<file path="src/rtl/param_lock.sv">
// Combination lock with programmable code, failed-attempt lockout and a
// one-second timebase for the "code saved" display and lockout countdown.
module param_lock #(
    parameter int NKEYS     = 4,
    parameter int MAXLEN    = 8,
    parameter int DEF_LEN   = 4,
    parameter int CLK_HZ    = 50_000_000,
    parameter int MAX_FAIL  = 3,
    parameter int LOCKOUT_S = 10,
    parameter int DISP_S    = 3,
    localparam int KW = $clog2(NKEYS),
    localparam int IW = $clog2(MAXLEN + 1),
    localparam int FW = $clog2(MAX_FAIL + 1)
) (
    input  logic              clk,
    input  logic              rst,
    input  logic [NKEYS-1:0]  key_n,
    input  logic              lever,
    output logic [2:0]        state,
    output logic              unlocked,
    output logic              alarm,
    output logic [IW-1:0]     idx,
    output logic [MAXLEN-1:0] progress,
    output logic [FW-1:0]     fail_cnt,
    output logic [7:0]        lockout_rem
);

    // state   | meaning
    // LOCKED  | collecting code digits, mismatch kept silent until the end
    // ARMED   | correct code entered, waiting for a lever rise
    // OPEN    | unlocked; key 0 enters programming
    // PROG    | collecting new code digits into the shadow buffer
    // SAVED   | new code committed, display held for DISP_S seconds
    // LOCKOUT | too many failures, all input ignored for LOCKOUT_S seconds
    typedef enum logic [2:0] {
        S_LOCKED  = 3'd0,
        S_ARMED   = 3'd1,
        S_OPEN    = 3'd2,
        S_PROG    = 3'd3,
        S_SAVED   = 3'd4,
        S_LOCKOUT = 3'd5
    } state_t;

    localparam int AW = (MAXLEN > 1) ? $clog2(MAXLEN) : 1;
    localparam int TW = (CLK_HZ > 1) ? $clog2(CLK_HZ) : 1;
    localparam logic [TW-1:0] T_LAST = TW'(CLK_HZ - 1);

    state_t            st_q, st_n;
    logic [NKEYS-1:0]  k_s1, k_s2, k_s3;
    logic [NKEYS-1:0]  pulse;
    logic              press, multi;
    logic [KW-1:0]     v;
    logic              lever_q;
    logic [IW-1:0]     idx_q, idx_n, len_q, len_n;
    logic [FW-1:0]     fail_q, fail_n;
    logic              mism_q, mism_n;
    logic [7:0]        sec_q, sec_n;
    logic [TW-1:0]     tcnt;
    logic              tick, tick_clr, commit, shadow_we, do_fail;
    logic [AW-1:0]     ia;
    logic [KW-1:0]     code   [MAXLEN];
    logic [KW-1:0]     shadow [MAXLEN];

    // k_s3 holds the previous synchronised level so a release-to-press edge is one pulse
    assign pulse = k_s3 & ~k_s2;
    assign press = |pulse;
    assign multi = |(pulse & (pulse - NKEYS'(1)));
    assign ia    = AW'(idx_q);
    assign tick  = (tcnt == T_LAST);

    always_comb begin
        v = '0;
        for (int i = 0; i < NKEYS; i++)
            if (pulse[i]) v = KW'(i);
    end

    always_comb begin
        st_n      = st_q;
        idx_n     = idx_q;
        len_n     = len_q;
        fail_n    = fail_q;
        mism_n    = mism_q;
        sec_n     = sec_q;
        tick_clr  = 1'b0;
        commit    = 1'b0;
        shadow_we = 1'b0;
        do_fail   = 1'b0;
        case (st_q)
            S_LOCKED: begin
                if (idx_q == len_q) begin
                    if (mism_q) begin
                        do_fail = 1'b1;
                    end else begin
                        st_n  = S_ARMED;
                        idx_n = '0;
                    end
                end else if (lever && idx_q != '0) begin
                    do_fail = 1'b1;
                end else if (press) begin
                    if (multi || v != code[ia]) mism_n = 1'b1;
                    idx_n = idx_q + IW'(1);
                end
            end
            S_ARMED: begin
                if (press) begin
                    do_fail = 1'b1;
                end else if (lever && !lever_q) begin
                    st_n   = S_OPEN;
                    fail_n = '0;
                end
            end
            S_OPEN: begin
                if (!lever) begin
                    st_n  = S_LOCKED;
                    idx_n = '0;
                end else if (press && !multi && v == '0) begin
                    st_n  = S_PROG;
                    idx_n = '0;
                end
            end
            S_PROG: begin
                if (idx_q == IW'(MAXLEN) || (!lever && idx_q != '0)) begin
                    commit   = 1'b1;
                    len_n    = idx_q;
                    st_n     = S_SAVED;
                    idx_n    = '0;
                    sec_n    = 8'(DISP_S);
                    tick_clr = 1'b1;
                end else if (!lever) begin
                    st_n  = S_LOCKED;
                    idx_n = '0;
                end else if (press && !multi) begin
                    shadow_we = 1'b1;
                    idx_n     = idx_q + IW'(1);
                end
            end
            S_SAVED: begin
                if (tick) begin
                    sec_n = sec_q - 8'd1;
                    if (sec_q <= 8'd1) begin
                        st_n  = lever ? S_OPEN : S_LOCKED;
                        sec_n = '0;
                    end
                end
            end
            S_LOCKOUT: begin
                if (tick) begin
                    sec_n = sec_q - 8'd1;
                    if (sec_q <= 8'd1) begin
                        st_n   = S_LOCKED;
                        fail_n = '0;
                        idx_n  = '0;
                        mism_n = 1'b0;
                        sec_n  = '0;
                    end
                end
            end
            default: begin
                st_n  = S_LOCKED;
                idx_n = '0;
            end
        endcase
        // A failed attempt restarts entry; the last allowed failure enters lockout
        if (do_fail) begin
            idx_n  = '0;
            mism_n = 1'b0;
            if (fail_q >= FW'(MAX_FAIL - 1)) begin
                st_n     = S_LOCKOUT;
                fail_n   = FW'(MAX_FAIL);
                sec_n    = 8'(LOCKOUT_S);
                tick_clr = 1'b1;
            end else begin
                st_n   = S_LOCKED;
                fail_n = fail_q + FW'(1);
            end
        end
    end

    always_ff @(posedge clk or posedge rst) begin
        if (rst) begin
            k_s1    <= '1;
            k_s2    <= '1;
            k_s3    <= '1;
            lever_q <= 1'b0;
            st_q    <= S_LOCKED;
            idx_q   <= '0;
            len_q   <= IW'(DEF_LEN);
            fail_q  <= '0;
            mism_q  <= 1'b0;
            sec_q   <= '0;
            tcnt    <= '0;
            for (int i = 0; i < MAXLEN; i++) begin
                code[i]   <= KW'(i % NKEYS);
                shadow[i] <= '0;
            end
        end else begin
            k_s1    <= key_n;
            k_s2    <= k_s1;
            k_s3    <= k_s2;
            lever_q <= lever;
            st_q    <= st_n;
            idx_q   <= idx_n;
            len_q   <= len_n;
            fail_q  <= fail_n;
            mism_q  <= mism_n;
            sec_q   <= sec_n;
            if (tick_clr || tick) tcnt <= '0;
            else                  tcnt <= tcnt + TW'(1);
            if (commit)
                for (int i = 0; i < MAXLEN; i++) code[i] <= shadow[i];
            if (shadow_we) shadow[ia] <= v;
        end
    end

    assign state       = st_q;
    assign unlocked    = (st_q == S_OPEN) || (st_q == S_PROG);
    assign alarm       = (st_q == S_LOCKOUT);
    assign idx         = idx_q;
    assign fail_cnt    = fail_q;
    assign lockout_rem = (st_q == S_LOCKOUT) ? sec_q : 8'd0;

    always_comb begin
        progress = '0;
        for (int i = 0; i < MAXLEN; i++)
            progress[i] = (int'(idx_q) > i);
    end

endmodule

</file>
<file path="config.mk">
export PLATFORM = sky130hd
export DESIGN_NAME = param_lock
export DESIGN_NICKNAME = d
export VERILOG_FILES = /design/src/rtl/param_lock.sv
export SDC_FILE = /design/constraint.sdc
export NUM_CORES = 1
export LEC_CHECK = 0
export ABC_AREA = 1
export ABC_CLOCK_PERIOD_IN_PS = 4300
export BUFFER_PORTS_ARGS = -buffer_cell sky130_fd_sc_hd__buf_2
export CORE_MARGIN = 2
export CORE_UTILIZATION = 45
export CTS_CLUSTER_SIZE = 30
export DETAILED_ROUTE_END_ITERATION = 8
export GPL_TIMING_DRIVEN = 0
export SLEW_MARGIN = 20
export SYNTH_ARGS = -nofsm -noshare
export SYNTH_HDL_FRONTEND = slang
export SYNTH_SLANG_ARGS = --single-unit
</file>
<file path="constraint.sdc">
create_clock -name clk -period 4.3 [get_ports clk]
set_input_delay 0.86 -clock clk [delete_from_list [all_inputs] [get_ports clk]]
set_output_delay 0.86 -clock clk [all_outputs]
set_load 0.005 [all_outputs]
</file>
======== After elaboration in Yosys (flattened, before gate mapping) ========
Cells that the tools add are included.
Widths: inputs -> output; s select.
word-level totals
  input port bits ......................... 7
  logic and storage cells ................. 177
  flip-flop bits (word level) ............. 93
operators by class
  equality and inequality tests ........... 28
  reductions and logical operators ........ 27
  multiplexer cells ....................... 74
  bitwise operators ....................... 4
  add/sub/neg operators ................... 5
  order comparisons ....................... 12
operators with widths
  operator               number
  $mux 4                 12
  $mux 8                 6
  $mux 3                 14
  $ne 3x3->1 const B     10
  $add 26x1->26 const B  1
  $eq 26x26->1 const B   1
  $mux 26                1
  $mux 2                 12
  $mux 1                 20
  $ne 4x4->1 const B     5
  $pmux 4 s5             1
  $pmux 3 s6             1
  $bwmux 16              1
  $gt 4x3->1 const B     4
  $pmux 8 s2             1
  $reduce_and 10->1      1
  $and 4x4->4            2
  $gt 4x1->1 const B     2
  $gt 4x2->1 const B     2
  $le 8x1->1 const B     1
  $reduce_and 8->1       1
  $reduce_or 4->1        2
  $sub 8x1->8 const B    1
  $reduce_and 7->1       1
  31 further kinds       47

======== Logic depth before layout (Yosys ltp) ========
  depth in word-level cells ............... 13
  gate-level depth with buffers ........... 15
  mapped depth without buffers ............ 14

======== Least setup slack after synthesis ========
Ideal clock, no wire load.
  kind .................................... reg-to-output
  start point ............................. register idx_q[0] (netlist: idx[0])
  end point ............................... output port progress[5]
  arrival ................................. 1.470 ns
  path slack .............................. 1.970 ns
  stages on the path, launching flop included .. 6
  path buffers ............................ 1
  cells stage by stage .................... dfrtp_1 -> inv_1 -> buf_2 -> ha_1 -> or2_2 -> o21ai_0
on the way
  longest elaborated chain between the ends .. 1
RTL lines
  what                    RTL line  text
  start, declared         54        logic [IW-1:0] idx_q, idx_n, len_q, len_n;
  start signal, assigned  202       idx_q <= idx_n;
  $gt 4x3->1              225       progress[i] = (int'(idx_q) > i);
  end, declared           23        output logic [MAXLEN-1:0] progress,
No other way between the ends.

======== Worst setup path in the final report ========
Ends and elaborated chain as after synthesis.

==> flow_metrics.tcl <==
set metrics [dict create \
    fmax_mhz 326.7 \
    ys.flop_type "dfrtp_1" \
    antennaDiodeCount 0 \
    synth_area_leaders "dfrtp_1 35%, nand2_1 11%, dfstp_2 11%, inv_1 6.2%, nor2_1 5.7%" \
    synth_nets 659 \
    dieHeight_um 110.7 \
    clk_latency_ps 340 \
    drc 0 \
    hold_ws_ps 356.0 \
    htree_num_levels 3 \
    grtUsageMet3_pct 3.390 \
    busiest_layer "met2" \
    period_needed_ps 3061 \
    grt_pass1_vias 4183 \
    final_antenna_net_count 0 \
    syn_area_sq_mm 0.005126 \
    ys_types 39 \
    setup_violations 0 \
    synthTopCellsByCount "154 x nand2_1, 84 x inv_1, 78 x nor2_1, 72 x dfrtp_1, 41 x o21ai_0" \
    slowest_delay_ps 550 \
    power_uw 2725 \
    maxCapViolCount 0 \
    rrSetupSlack_ps 1690 \
    clockBufferDepth 2 \
    grt_first_pass_wirelength_mm 19.69 \
    relSlewSlack_pct 62.85 \
    clock-sinks 93 \
    cp-start-kind "register" \
    drive_gt1_share_pct 18.42 \
    post_cts_buffers 0 \
    via_per_inst 5.128 \
    crit_required_ps 3440 \
    cts_buffers 9 \
    met1_usage_pct 27.00 \
    synth_edf_count 0 \
    yosysSeqAreaShare_pct 45.91 \
    yosysTopAreaCell "dfrtp_1" \
    nNetsFinal 704 \
    drt_iter0_markers 314 \
    start_util_pct 46.67 \
    postCtsResizedCells 0 \
    ys_ff_latch 93 \
    wl_per_cell_um 13.52 \
    vdd_drop_max_v 0.0002827 \
    postSynthCellCount 645 \
    port_buffers 33 \
    first_pass_iters 5 \
    seq_area_sq_mm 0.002354 \
    grt.total_usage_pct 19.49 \
    clockRootBuffer "clkbuf_16" \
    rows 38 \
    crit_fanout 11 \
    yosysMostFrequentCell "nand2_1" \
    gr-usage-met2_pct 31.17 \
    die_w_um 110.7 \
    criticalPathCategory "register to output port" \
    antenna_found_initial 0 \
    hpwl_mm 8.054 \
    num_vias 4282 \
    place.gp.congestion 0.8753 \
    post-route-util_pct 52.62 \
    fin_area_sq_mm 0.005779 \
    cts_tree "built" \
    final-hold-violation-count 0 \
    worstPathCellList "inv_1 > buf_2 > ha_1 > or2_2 > o21ai_0 > buf_2" \
    clock-skew-final_ps 8.731 \
    ios 34 \
    area_growth_pct 12.74 \
    overflow 0 \
    cp_slowest_cell "dfrtp_1" \
    avgSynthCellArea_sq_um 7.948 \
    place_area_sq_mm 0.005499 \
    grt_max_degree 69 \
    multi_input_area_sq_mm 0.002370 \
    cts_hold_buf 0 \
    worst-path-buf-inv 3 \
    critPathTopFamily "buffers and inverters" \
    tns_ps 0 \
    yosysTopAreaCellShare_pct 35.15 \
    ys_warn_count 0 \
    rsz0062_at_grt "no" \
    power.leakage_uw 0.002832 \
    slew_violations 0 \
    worstMarginPinSlew_ps 555.2 \
    outcome "completed" \
    power.density_mw_per_mm2 471.5 \
    core_sq_mm 0.01098 \
    drt-total-wl_mm 11.29 \
    fillers 1077 \
    clk_pin_slew_ps 70 \
    dieArea_sq_mm 0.01226 \
    min_path_type "register to register" \
    fin_crit_sh_pct 71.18 \
    async_flop_share_pct 100.0 \
    arrival_ps 2200 \
    cpMostUsedCell "buf_2" \
    cp-end-kind "output port" \
]
-- stage by stage --
stage / setup slack, ps / std cells
5_1_grt: 1090 / 835
3_3_place_gp: -60.63 / 818
2_1_floorplan: 1054 / 645
3_5_place_dp: 1611 / 819
6_report: 1239 / 835
4_1_cts: 1214 / 835
-- layout make-up --
type                    count  area share [%]
multi-input cells         454           41.00
flip-flops and latches     93           40.72
inverters                  88           5.824
clock buffers               9           3.897
repair buffers             34           3.334
well taps                 140           3.031
plain buffers              10           1.234
clock inverters             7          0.9526
-- layer usage --
layer	vias up	part of all wire, %
met5	-	0
met4	0	1.4
met3	14	3.7
met2	84	46
met1	2033	49
li1	2151	-
-- state kept, by name, indices dropped and copies added, names as in the netlist --
| signal | flops |
|---|---|
| k_s3 | 4 |
| k_s2 | 4 |
| tcnt | 26 |
| len_q | 4 |
| k_s1 | 4 |
| code | 16 |
| fail_cnt | 2 |
| lever_q | 1 |
| state | 3 |
| mism_q | 1 |
| shadow | 16 |
| sec_q | 8 |
| idx | 4 |
-- where the power goes --
part / internal (uW) / total [uW] / switching (uW)
sequential: 1010 / 1120 / 112
combinational: 293 / 849 / 557
clock: 398 / 758 / 360
-- cell families (layout without fill, tap and decap cells) --
logic type	Yosys count	in the layout	synth area share, %
buffers and inverters	98	148	7.859
XOR/XNOR	25	25	4.271
AND/OR/NAND/NOR	346	346	32.27
adder cells (fa/ha/maj)	7	7	1.708
flip-flops	93	93	45.91
AO/OA/AOI/OAI	76	76	7.982
-- final timing paths --
path	from	to	cells past startpoint
max in group asynchronous	rst	code[8]$_DFFE_PP1P_	3
max	idx[0]$_DFFE_PP0P_	progress[5]	6
max reg2reg	idx[0]$_DFFE_PP0P_	tcnt[13]$_DFF_PP0_	11
min reg2reg	k_s1[1]$_DFF_PP1_	k_s2[1]$_DFF_PP1_	0
min	k_s1[1]$_DFF_PP1_	k_s2[1]$_DFF_PP1_	0
min in group asynchronous	rst	tcnt[2]$_DFF_PP0_	2
-- worst register-to-register path, delay by kind of cell, from the launching register on --
kind                     cells  cell delay [ps]
AND/OR/NAND/NOR              6              810
adder cells (fa/ha/maj)      1              280
buffers and inverters        4              900
flip-flops                   1              510
-- cells in the final DEF, fill, tap and decap left out, types with 2 or more instances in the layout --
master      count
nor3_2          2
o211ai_1        3
nor2_4          7
inv_1          83
clkinvlp_4      2
clkinv_2        2
nand2_4         2
or2_2           2
o21ai_1        16
a21oi_1         7
inv_6           4
a21oi_2         2
nand4_1        15
o21ai_0        41
clkbuf_1        3
dfstp_2        21
nand2_2         7
dfrtp_1        72
nand2_1       154
nand3_1        39
nand3_4         2
nor3_1         14
buf_2          36
clkbuf_16       9
buf_6           4
xnor2_1         8
nor2_1         78
nor3_4          2
inv_2           3
xor2_1         17
nand3_2         7
o22ai_1         3
nor2_2         11
ha_1            7
(Power assumes the default switching activity.)
